### src/rtl/rpn_pkg.sv
// rpn_pkg: opcodes, error codes and FSM state encoding shared by the RPN engine.
package rpn_pkg;
    localparam logic [2:0] OP_PUSH = 3'd0;
    localparam logic [2:0] OP_POP  = 3'd1;
    localparam logic [2:0] OP_ADD  = 3'd2;
    localparam logic [2:0] OP_SUB  = 3'd3;
    localparam logic [2:0] OP_MUL  = 3'd4;
    localparam logic [2:0] OP_DUP  = 3'd5;
    localparam logic [2:0] OP_SWAP = 3'd6;
    localparam logic [2:0] OP_CLR  = 3'd7;
    localparam logic [1:0] ERR_OK      = 2'b00;
    localparam logic [1:0] ERR_UNDER   = 2'b01;
    localparam logic [1:0] ERR_OVER    = 2'b10;
    localparam logic [1:0] ERR_ILLEGAL = 2'b11;
    localparam logic [1:0] ST_IDLE = 2'd0;
    localparam logic [1:0] ST_EXEC = 2'd1;
    localparam logic [1:0] ST_MUL  = 2'd2;
endpackage

### src/rtl/rpn_mul_seq.sv
// rpn_mul_seq: shift-add multiplier; the start edge performs the first step, so the
// product is ready and done pulses W cycles after start.
module rpn_mul_seq #(
    parameter int W = 8
) (
    input  logic           clk,
    input  logic           rst,
    input  logic           start,
    input  logic [W-1:0]   a,
    input  logic [W-1:0]   b,
    output logic           busy,
    output logic           done,
    output logic [2*W-1:0] prod
);
    localparam int CW = $clog2(W);
    logic [W-1:0]  a_r;
    logic [CW-1:0] cnt;
    function automatic logic [2*W-1:0] step(input logic [2*W-1:0] p, input logic [W-1:0] m);
        logic [W:0] hi;
        hi = {1'b0, p[2*W-1:W]} + (p[0] ? {1'b0, m} : '0);
        return {hi, p[W-1:1]};
    endfunction
    assign busy = cnt != '0;
    always_ff @(posedge clk) begin
        if (rst) begin
            cnt  <= '0;
            done <= 1'b0;
        end else begin
            done <= 1'b0;
            if (start) begin
                a_r  <= a;
                prod <= step({{W{1'b0}}, b}, a);
                cnt  <= CW'(W - 1);
            end else if (busy) begin
                prod <= step(prod, a_r);
                cnt  <= cnt - 1'b1;
                done <= cnt == CW'(1);
            end
        end
    end
endmodule

### src/rtl/rpn_stack_core.sv
// rpn_stack_core: RPN operand stack and ALU behind a valid/ready op port.
// The EXEC state is the retire cycle: done pulses and a new op may be accepted.
module rpn_stack_core
    import rpn_pkg::*;
#(
    parameter int DATA_W = 8,
    parameter int DEPTH  = 8,
    parameter int CNT_W  = $clog2(DEPTH + 1)
) (
    input  logic              CLOCK_50,
    input  logic              reset,
    input  logic              op_valid,
    output logic              op_ready,
    input  logic [2:0]        op_code,
    input  logic [DATA_W-1:0] op_data,
    output logic [DATA_W-1:0] top,
    output logic [DATA_W-1:0] next,
    output logic [CNT_W-1:0]  depth,
    output logic              done,
    output logic              carry,
    output logic [1:0]        err
);
    logic [1:0]          state;
    logic [DATA_W-1:0]   stk [DEPTH];
    logic [DATA_W:0]     sum, diff;
    logic [2*DATA_W-1:0] prod;
    logic [1:0]          fault;
    logic                accept, mul_start, mul_busy, mul_done;
    assign top       = stk[0];
    assign next      = stk[1];
    assign op_ready  = state != ST_MUL && !mul_busy;
    assign done      = state == ST_EXEC;
    assign accept    = op_valid && op_ready;
    assign sum       = {1'b0, stk[1]} + {1'b0, stk[0]};
    assign diff      = {1'b0, stk[1]} - {1'b0, stk[0]};
    // Popped slots are zero-filled, so top/next read 0 past the valid depth.
    assign fault = ((op_code == OP_POP || op_code == OP_DUP) && depth == '0) ? ERR_UNDER :
                   ((op_code inside {OP_ADD, OP_SUB, OP_MUL, OP_SWAP}) && depth < CNT_W'(2)) ? ERR_UNDER :
                   ((op_code == OP_PUSH || op_code == OP_DUP) && depth == CNT_W'(DEPTH)) ? ERR_OVER :
                   ERR_OK;
    assign mul_start = accept && op_code == OP_MUL && fault == ERR_OK;
    rpn_mul_seq #(.W(DATA_W)) u_mul (
        .clk  (CLOCK_50),
        .rst  (reset),
        .start(mul_start),
        .a    (stk[1]),
        .b    (stk[0]),
        .busy (mul_busy),
        .done (mul_done),
        .prod (prod)
    );
    always_ff @(posedge CLOCK_50) begin
        if (reset) begin
            for (int i = 0; i < DEPTH; i++) stk[i] <= '0;
            depth <= '0;
            carry <= 1'b0;
            err   <= ERR_OK;
            state <= ST_IDLE;
        end else if (state == ST_MUL) begin
            if (mul_done) begin
                stk[0] <= prod[DATA_W-1:0];
                for (int i = 1; i < DEPTH - 1; i++) stk[i] <= stk[i+1];
                stk[DEPTH-1] <= '0;
                depth <= depth - 1'b1;
                carry <= |prod[2*DATA_W-1:DATA_W];
                err   <= ERR_OK;
                state <= ST_EXEC;
            end
        end else if (accept) begin
            state <= mul_start ? ST_MUL : ST_EXEC;
            if (fault != ERR_OK) begin
                err   <= fault;
                carry <= 1'b0;
            end else if (op_code != OP_MUL) begin
                err   <= ERR_OK;
                carry <= op_code == OP_ADD ? sum[DATA_W] : op_code == OP_SUB ? diff[DATA_W] : 1'b0;
                case (op_code)
                    OP_PUSH, OP_DUP: begin
                        stk[0] <= op_code == OP_PUSH ? op_data : stk[0];
                        for (int i = 1; i < DEPTH; i++) stk[i] <= stk[i-1];
                        depth <= depth + 1'b1;
                    end
                    OP_POP, OP_ADD, OP_SUB: begin
                        stk[0] <= op_code == OP_ADD ? sum[DATA_W-1:0] :
                                  op_code == OP_SUB ? diff[DATA_W-1:0] : stk[1];
                        for (int i = 1; i < DEPTH - 1; i++) stk[i] <= stk[i+1];
                        stk[DEPTH-1] <= '0;
                        depth <= depth - 1'b1;
                    end
                    OP_SWAP: begin
                        stk[0] <= stk[1];
                        stk[1] <= stk[0];
                    end
                    OP_CLR: begin
                        for (int i = 0; i < DEPTH; i++) stk[i] <= '0;
                        depth <= '0;
                    end
                    default: ;
                endcase
            end
        end else begin
            state <= ST_IDLE;
        end
    end
endmodule

### config.mk
export PLATFORM = sky130hd
export DESIGN_NAME = rpn_stack_core
export DESIGN_NICKNAME = d
export VERILOG_FILES = /design/src/rtl/rpn_pkg.sv /design/src/rtl/rpn_mul_seq.sv /design/src/rtl/rpn_stack_core.sv
export SDC_FILE = /design/constraint.sdc
export NUM_CORES = 1
export LEC_CHECK = 0
export ABC_AREA = 1
export CORE_UTILIZATION = 30
export DETAILED_ROUTE_END_ITERATION = 7
export GPL_ROUTABILITY_DRIVEN = 0
export GPL_TIMING_DRIVEN = 0
export REMOVE_ABC_BUFFERS = 1
export SLEW_MARGIN = 5
export SYNTH_ARGS = -nofsm -noshare
export SYNTH_HDL_FRONTEND = slang
export SYNTH_SLANG_ARGS = --single-unit
### constraint.sdc
create_clock -name CLOCK_50 -period 5.5 [get_ports CLOCK_50]
set_input_delay 1.1 -clock CLOCK_50 [delete_from_list [all_inputs] [get_ports CLOCK_50]]
set_output_delay 1.1 -clock CLOCK_50 [all_outputs]
set_load 0.02 [all_outputs]
; ---- After elaboration in Yosys (flattened, before gate mapping)
; Memories as Yosys holds them, arrays and structs flattened.
; Index checks and enable logic that the tools add are counted.
[totals]
register_bits = 37
latchBits = 0
ramBits = 64
romBits = 0
input_bits = 14
elab_cells = 198
mem_count = 1
[memory_table]
columns = memory, depth, width, read_ports, rd_clocked_by_memory_dff, wr, line
row1 = stk, 8, 8, 8, 0, 8, rpn_stack_core.sv:24  ; logic [DATA_W-1:0] stk [DEPTH];
[classes]
n_addsub = 6
multipliers = 0
div_mod_pow = 0
order_cmp = 1
eq_ne = 15
shift = 0
n_mux = 102
bitwise_logic = 36
reduce_logical = 29
[ops]
columns = cell, n
row1 = 8-bit 2-to-1 mux, 39
row2 = 1-bit 2-to-1 mux, 41
row3 = 1-bit OR, 34
row4 = 16-bit 2-to-1 mux, 2
row5 = 2-bit 2-to-1 mux, 12
row6 = 4-bit 2-to-1 mux, 5
row7 = 3-bit == test (second input constant), 4
row8 = 4-bit case mux with 3 select lines, 1
row9 = 8-bit by 8-bit adder with 9-bit output, 1
row10 = 8-bit by 9-bit adder with 9-bit output, 1
row11 = 8-bit by 8-bit subtractor with 9-bit output, 1
row12 = 2-bit nonzero test, 4
row13 = 4-bit nonzero test, 2
row14 = 8-bit OR reduction, 1
row15 = 1-bit logical AND, 7
row16 = 3-bit by 1-bit == test with 1-bit output (second input constant), 2
row17 = 3-bit by 2-bit == test with 1-bit output (second input constant), 2
row18 = 3-bit 2-to-1 mux, 2
row19 = 3-bit nonzero test, 2
row20 = 3-bit OR reduction, 2
row21 = 5-bit AND reduction, 1
row22 = 4-bit by 1-bit adder with 4-bit output (second input constant), 1
row23 = 4-bit == test (second input constant), 1
row24 = 4-bit zero test, 1
row25 = 16 further kinds, 20

; ---- Depth between registers and ports, before layout
[depth]
ltp_word = 16
mapped_depth = 16
depth_no_buf = 15

; ---- Modules after synthesis
; Synthesis repeated with hierarchy kept, for this count alone.
[unflattened]
cells_unflattened = 795
area_unflattened_um2 = 6409.9
[modules_own_cells]
columns = module, n_inst, cells_each, area_each_um2, seq_area_each_um2
row1 = rpn_stack_core, 1, 625, 4887.2, 2102.0
row2 = rpn_mul_seq, 1, 170, 1522.7, 800.8

; ---- Worst setup path before layout
; No wires, ideal clock.
[synth_path]
kind = input to register
startpoint = input op_code[0]
endpoint = register u_mul.prod[0], enable pin
setup_ps = 390
arrival_time_ps = 2562
required_ps = 5110
path_slack_ps = 2549
cell_stages = 10
path_buffers = 0
cell_sequence = inv_1 nand2_1 nand2_1 nand2_1 nand2_2 inv_1 nand3_1 inv_1 nor2_1 nor2_1
[synth_via]
elab_chain_len = 10
elab_cells_between_ends = 21
cone_classes = 6 x eq/ne / 3 x mux / 12 x reduce/logical
[synth_lines]
columns = element, line
row1 = "start, declared", rpn_stack_core.sv:14  ; input logic [2:0] op_code,
row2 = 3-bit == test or 3-bit zero test (tied branches), "rpn_stack_core.sv:37, rpn_stack_core.sv:39"
row3 = 1-bit logical OR, rpn_stack_core.sv:39  ; ((op_code == OP_PUSH || op_code == OP_DUP) && depth == CNT_W'(DEPTH)) ? ERR_OVER :
row4 = 1-bit logical AND, rpn_stack_core.sv:39
row5 = 2-bit 2-to-1 mux, rpn_stack_core.sv:39
row6 = 2-bit 2-to-1 mux, rpn_stack_core.sv:38  ; ((op_code inside {OP_ADD, OP_SUB, OP_MUL, OP_SWAP}) && depth < CNT_W'(2)) ? ERR_UNDER :
row7 = 2-bit 2-to-1 mux, rpn_stack_core.sv:37  ; assign fault = ((op_code == OP_POP || op_code == OP_DUP) && depth == '0) ? ERR_UNDER :
row8 = 2-bit zero test, rpn_stack_core.sv:41  ; assign mul_start = accept && op_code == OP_MUL && fault == ERR_OK;
row9 = 1-bit logical AND *, rpn_stack_core.sv:41
row10 = 2-bit nonzero test (no source line) *, --
row11 = 2-bit AND reduction (no source line) *, --
row12 = "end signal, assigned", rpn_mul_seq.sv:32  ; prod <= step({{W{1'b0}}, b}, a);
row13 = "end signal, assigned", rpn_mul_seq.sv:35  ; prod <= step(prod, a_r);
row14 = "end, declared", rpn_mul_seq.sv:13  ; output logic [2*W-1:0] prod
; Mark *: on every way between the ends. The rest lies on a longest branch, timed or not.
; A chain may end at the register's enable or synchronous reset.

==> impl_metrics.ini <==
[finish]
drive_gt1_share_pct = 5.99
final_nets = 827
mostFrequentLayoutCells = 181 x nand2_1, 108 x inv_1, 88 x edfxtp_1, 55 x nand3_1, 44 x o21ai_1
antenna_cells = 0
area_growth_pct = 12.8
fin_cells = 1055
final_common_cell = nand2_1

[floorplan]
die-area_um2 = 21700
ios = 39
fp.dieH_um = 147
initial_utilization_pct = 30.9
die_w_um = 147
row_count = 52
core_um2 = 20500

[timing]
min_period_ns = 4.85
max_slew_margin_pct = 40.1
rsz0062_at_grt = false
final_max_slew_viol_count = 0
finalHoldViolations = 0
period_share_pct = 88.2
fmax_ghz = 0.206
skew_ns = 0.0127
worstMarginPinSlew_ns = 0.896
setup_viol = 0
hold-worst-slack_ns = 0.491

[detailed_routing]
post-route-drc-count = 0
wl_met1_mm = 7.40
routed_via_density = 4.89
wl_mm = 15.9
drt_iter0_markers = 338
wl_met2_mm = 7.49
wl_per_cell_um = 15.1
wl_met3_um = 768
ant_nets = 0
dr.pass1.iters = 5
vias = 5155
top_layer_used = met4

[logic_synthesis]
synth-async-reset-ratio_pct = 0
syn_avg_cell_area_um2 = 8.21
synth-edff-count = 88
synth-seq-cells = 101
synth_warnings = 0
syn_area_um2 = 6340
synthCells = 772
yosysUniqueCellTypes = 41
ys_seq_area_share_pct = 45.8
synth_flop_cell = edfxtp_1

[clock_tree]
worstSkewPairLatency_ns = 0.36
cts_made_buffers = 9
post-cts-setup-buffers = 0
clk_path_buf_depth = 2
htreeDepth = 3
cts_root_buffer = clkbuf_16
cts_tree = built
clkTransAtPathRegs_ns = 0.08
ctsResizeCount = 0
clock-sinks = 101
ctsHoldBuffers = 0

[pwr]
ir_worst_vdd_mv = 0.157
p_per_area_nw_per_um2 = 370
leakage_nw = 3.14

[critical_path]
start_kind = input pin
path_class = in2reg
cp-end-kind = register
critPathMostFrequentCell = nand2_1
cp.required_ns = 5.52
worstPathCellList = clkdlybuf4s50_1, inv_1, nand2_1, nand2_1, nand2_1, nand2_2, nor2_4, nand4_4, nand3_4, inv_1, nand3_1, o21a_1
crit_arrival_ns = 4.87
crit_fanout = 35
slowest_delay_ns = 0.77
critPathSlowestCell = clkdlybuf4s50_1

[min_path]
hold_class = reg2reg

[global_routing]
grt_max_degree = 71
grt_antenna_before_repair = 0
grt.total_usage_pct = 14.9
grt_pass1_vias = 4644
grt_pass1_wl_mm = 25.0
grt.overflow.total = 0

[placement]
io_buffer_count = 38
dp_hpwl_mm = 11.2
placed_cells = 1038

[run]
drv_cap = 0

[outcome]
outcome = complete, no violations
-- state kept, by name (all words and copies together), names as in the netlist, 2 cells and up --
register,cells
u_mul.prod,16
depth,4
u_mul.cnt,3
u_mul.a_r,8
stk,64
state,2
err,2
-- worst max-delay path, delay by kind of cell --
| family | cells | cell delay, ns |
|---|---|---|
| AND/OR/NAND/NOR | 8 | 2.09 |
| buffers and inverters | 3 | 1.16 |
| AO/OA/AOI/OAI | 1 | 0.47 |
-- final timing paths --
kind,startpoint,to,slack (ns),cells after the start
max reg2reg,u_mul.cnt[0],stk[0][2],1.72,13
max,op_code[0],stk[0][2],0.65,12
min reg2reg,u_mul.cnt[2],u_mul.done,0.49,1
min,u_mul.cnt[2],u_mul.done,0.49,1
-- cells in the mapped netlist, types with 3 or more instances --
master	number	area [um^2]
a211oi_1	3	22.5
a21oi_1	41	205
a31oi_1	9	56.3
buf_2	13	65.1
buf_4	17	128
clkbuf_1	11	41.3
dfxtp_1	13	260
edfxtp_1	88	2640
fa_1	3	60.1
ha_1	30	375
inv_1	108	405
inv_2	8	30.0
nand2_1	181	679
nand2_2	6	37.5
nand3_1	55	275
nand3_2	3	30.0
nand4_1	7	43.8
nor2_1	43	161
nor3_1	7	35.0
nor4_1	3	18.8
o21a_1	4	30.0
o21ai_0	34	170
o21ai_1	44	220
o31ai_1	9	67.6
or2_2	4	25.0
xor2_1	6	52.6
-- routing by layer --
layer,vias up,track usage (%)
li1,2591,-
met1,2400,19.8
met2,143,24.3
met3,21,3.14
met4,0,4.12
met5,-,0
-- cell families after synthesis --
| logic type | share of synthesized area [%] |
|---|---|
| AOI/OAI and AO/OA | 13.6 |
| buffers and inverters | 11.0 |
| and+or+nand+nor | 21.7 |
| xor gates and xnor gates | 1.11 |
| DFF | 45.8 |
| adders and majority gates | 6.87 |
-- stage by stage --
step                      setup TNS [ns]  utilization [%]  area, um^2  setup slack, ns  power, mW
after floorplan                        0                -        6080             1.69       1.69
after global placement             -4.18             33.2        6800           -0.281       1.96
after detailed placement           -3.66             33.2        6810           -0.292       1.97
after CTS                              0             34.8        7130           0.0936       2.64
after global routing                   0             34.9        7150            0.312       2.81
final                                  0             34.9        7150            0.648       2.64
-- cell type report --
cell class	count	area, um^2
Fill cell	2107	13300
Clock inverter	7	87.6
Timing Repair Buffer	39	392
Clock buffer	9	225
Sequential cell	101	2900
Multi-Input combinational cell	512	2760
Tap cell	270	338
Inverter	117	439
-- where the power goes --
group          internal, mW  switching (mW)  total, mW  leakage [nW]
sequential             1.01           0.106       1.11         0.995
clock                 0.329           0.340      0.669         0.148
combinational         0.318           0.544      0.862          2.00
total                  1.65           0.990       2.64          3.14
(Power assumes the default switching activity.)
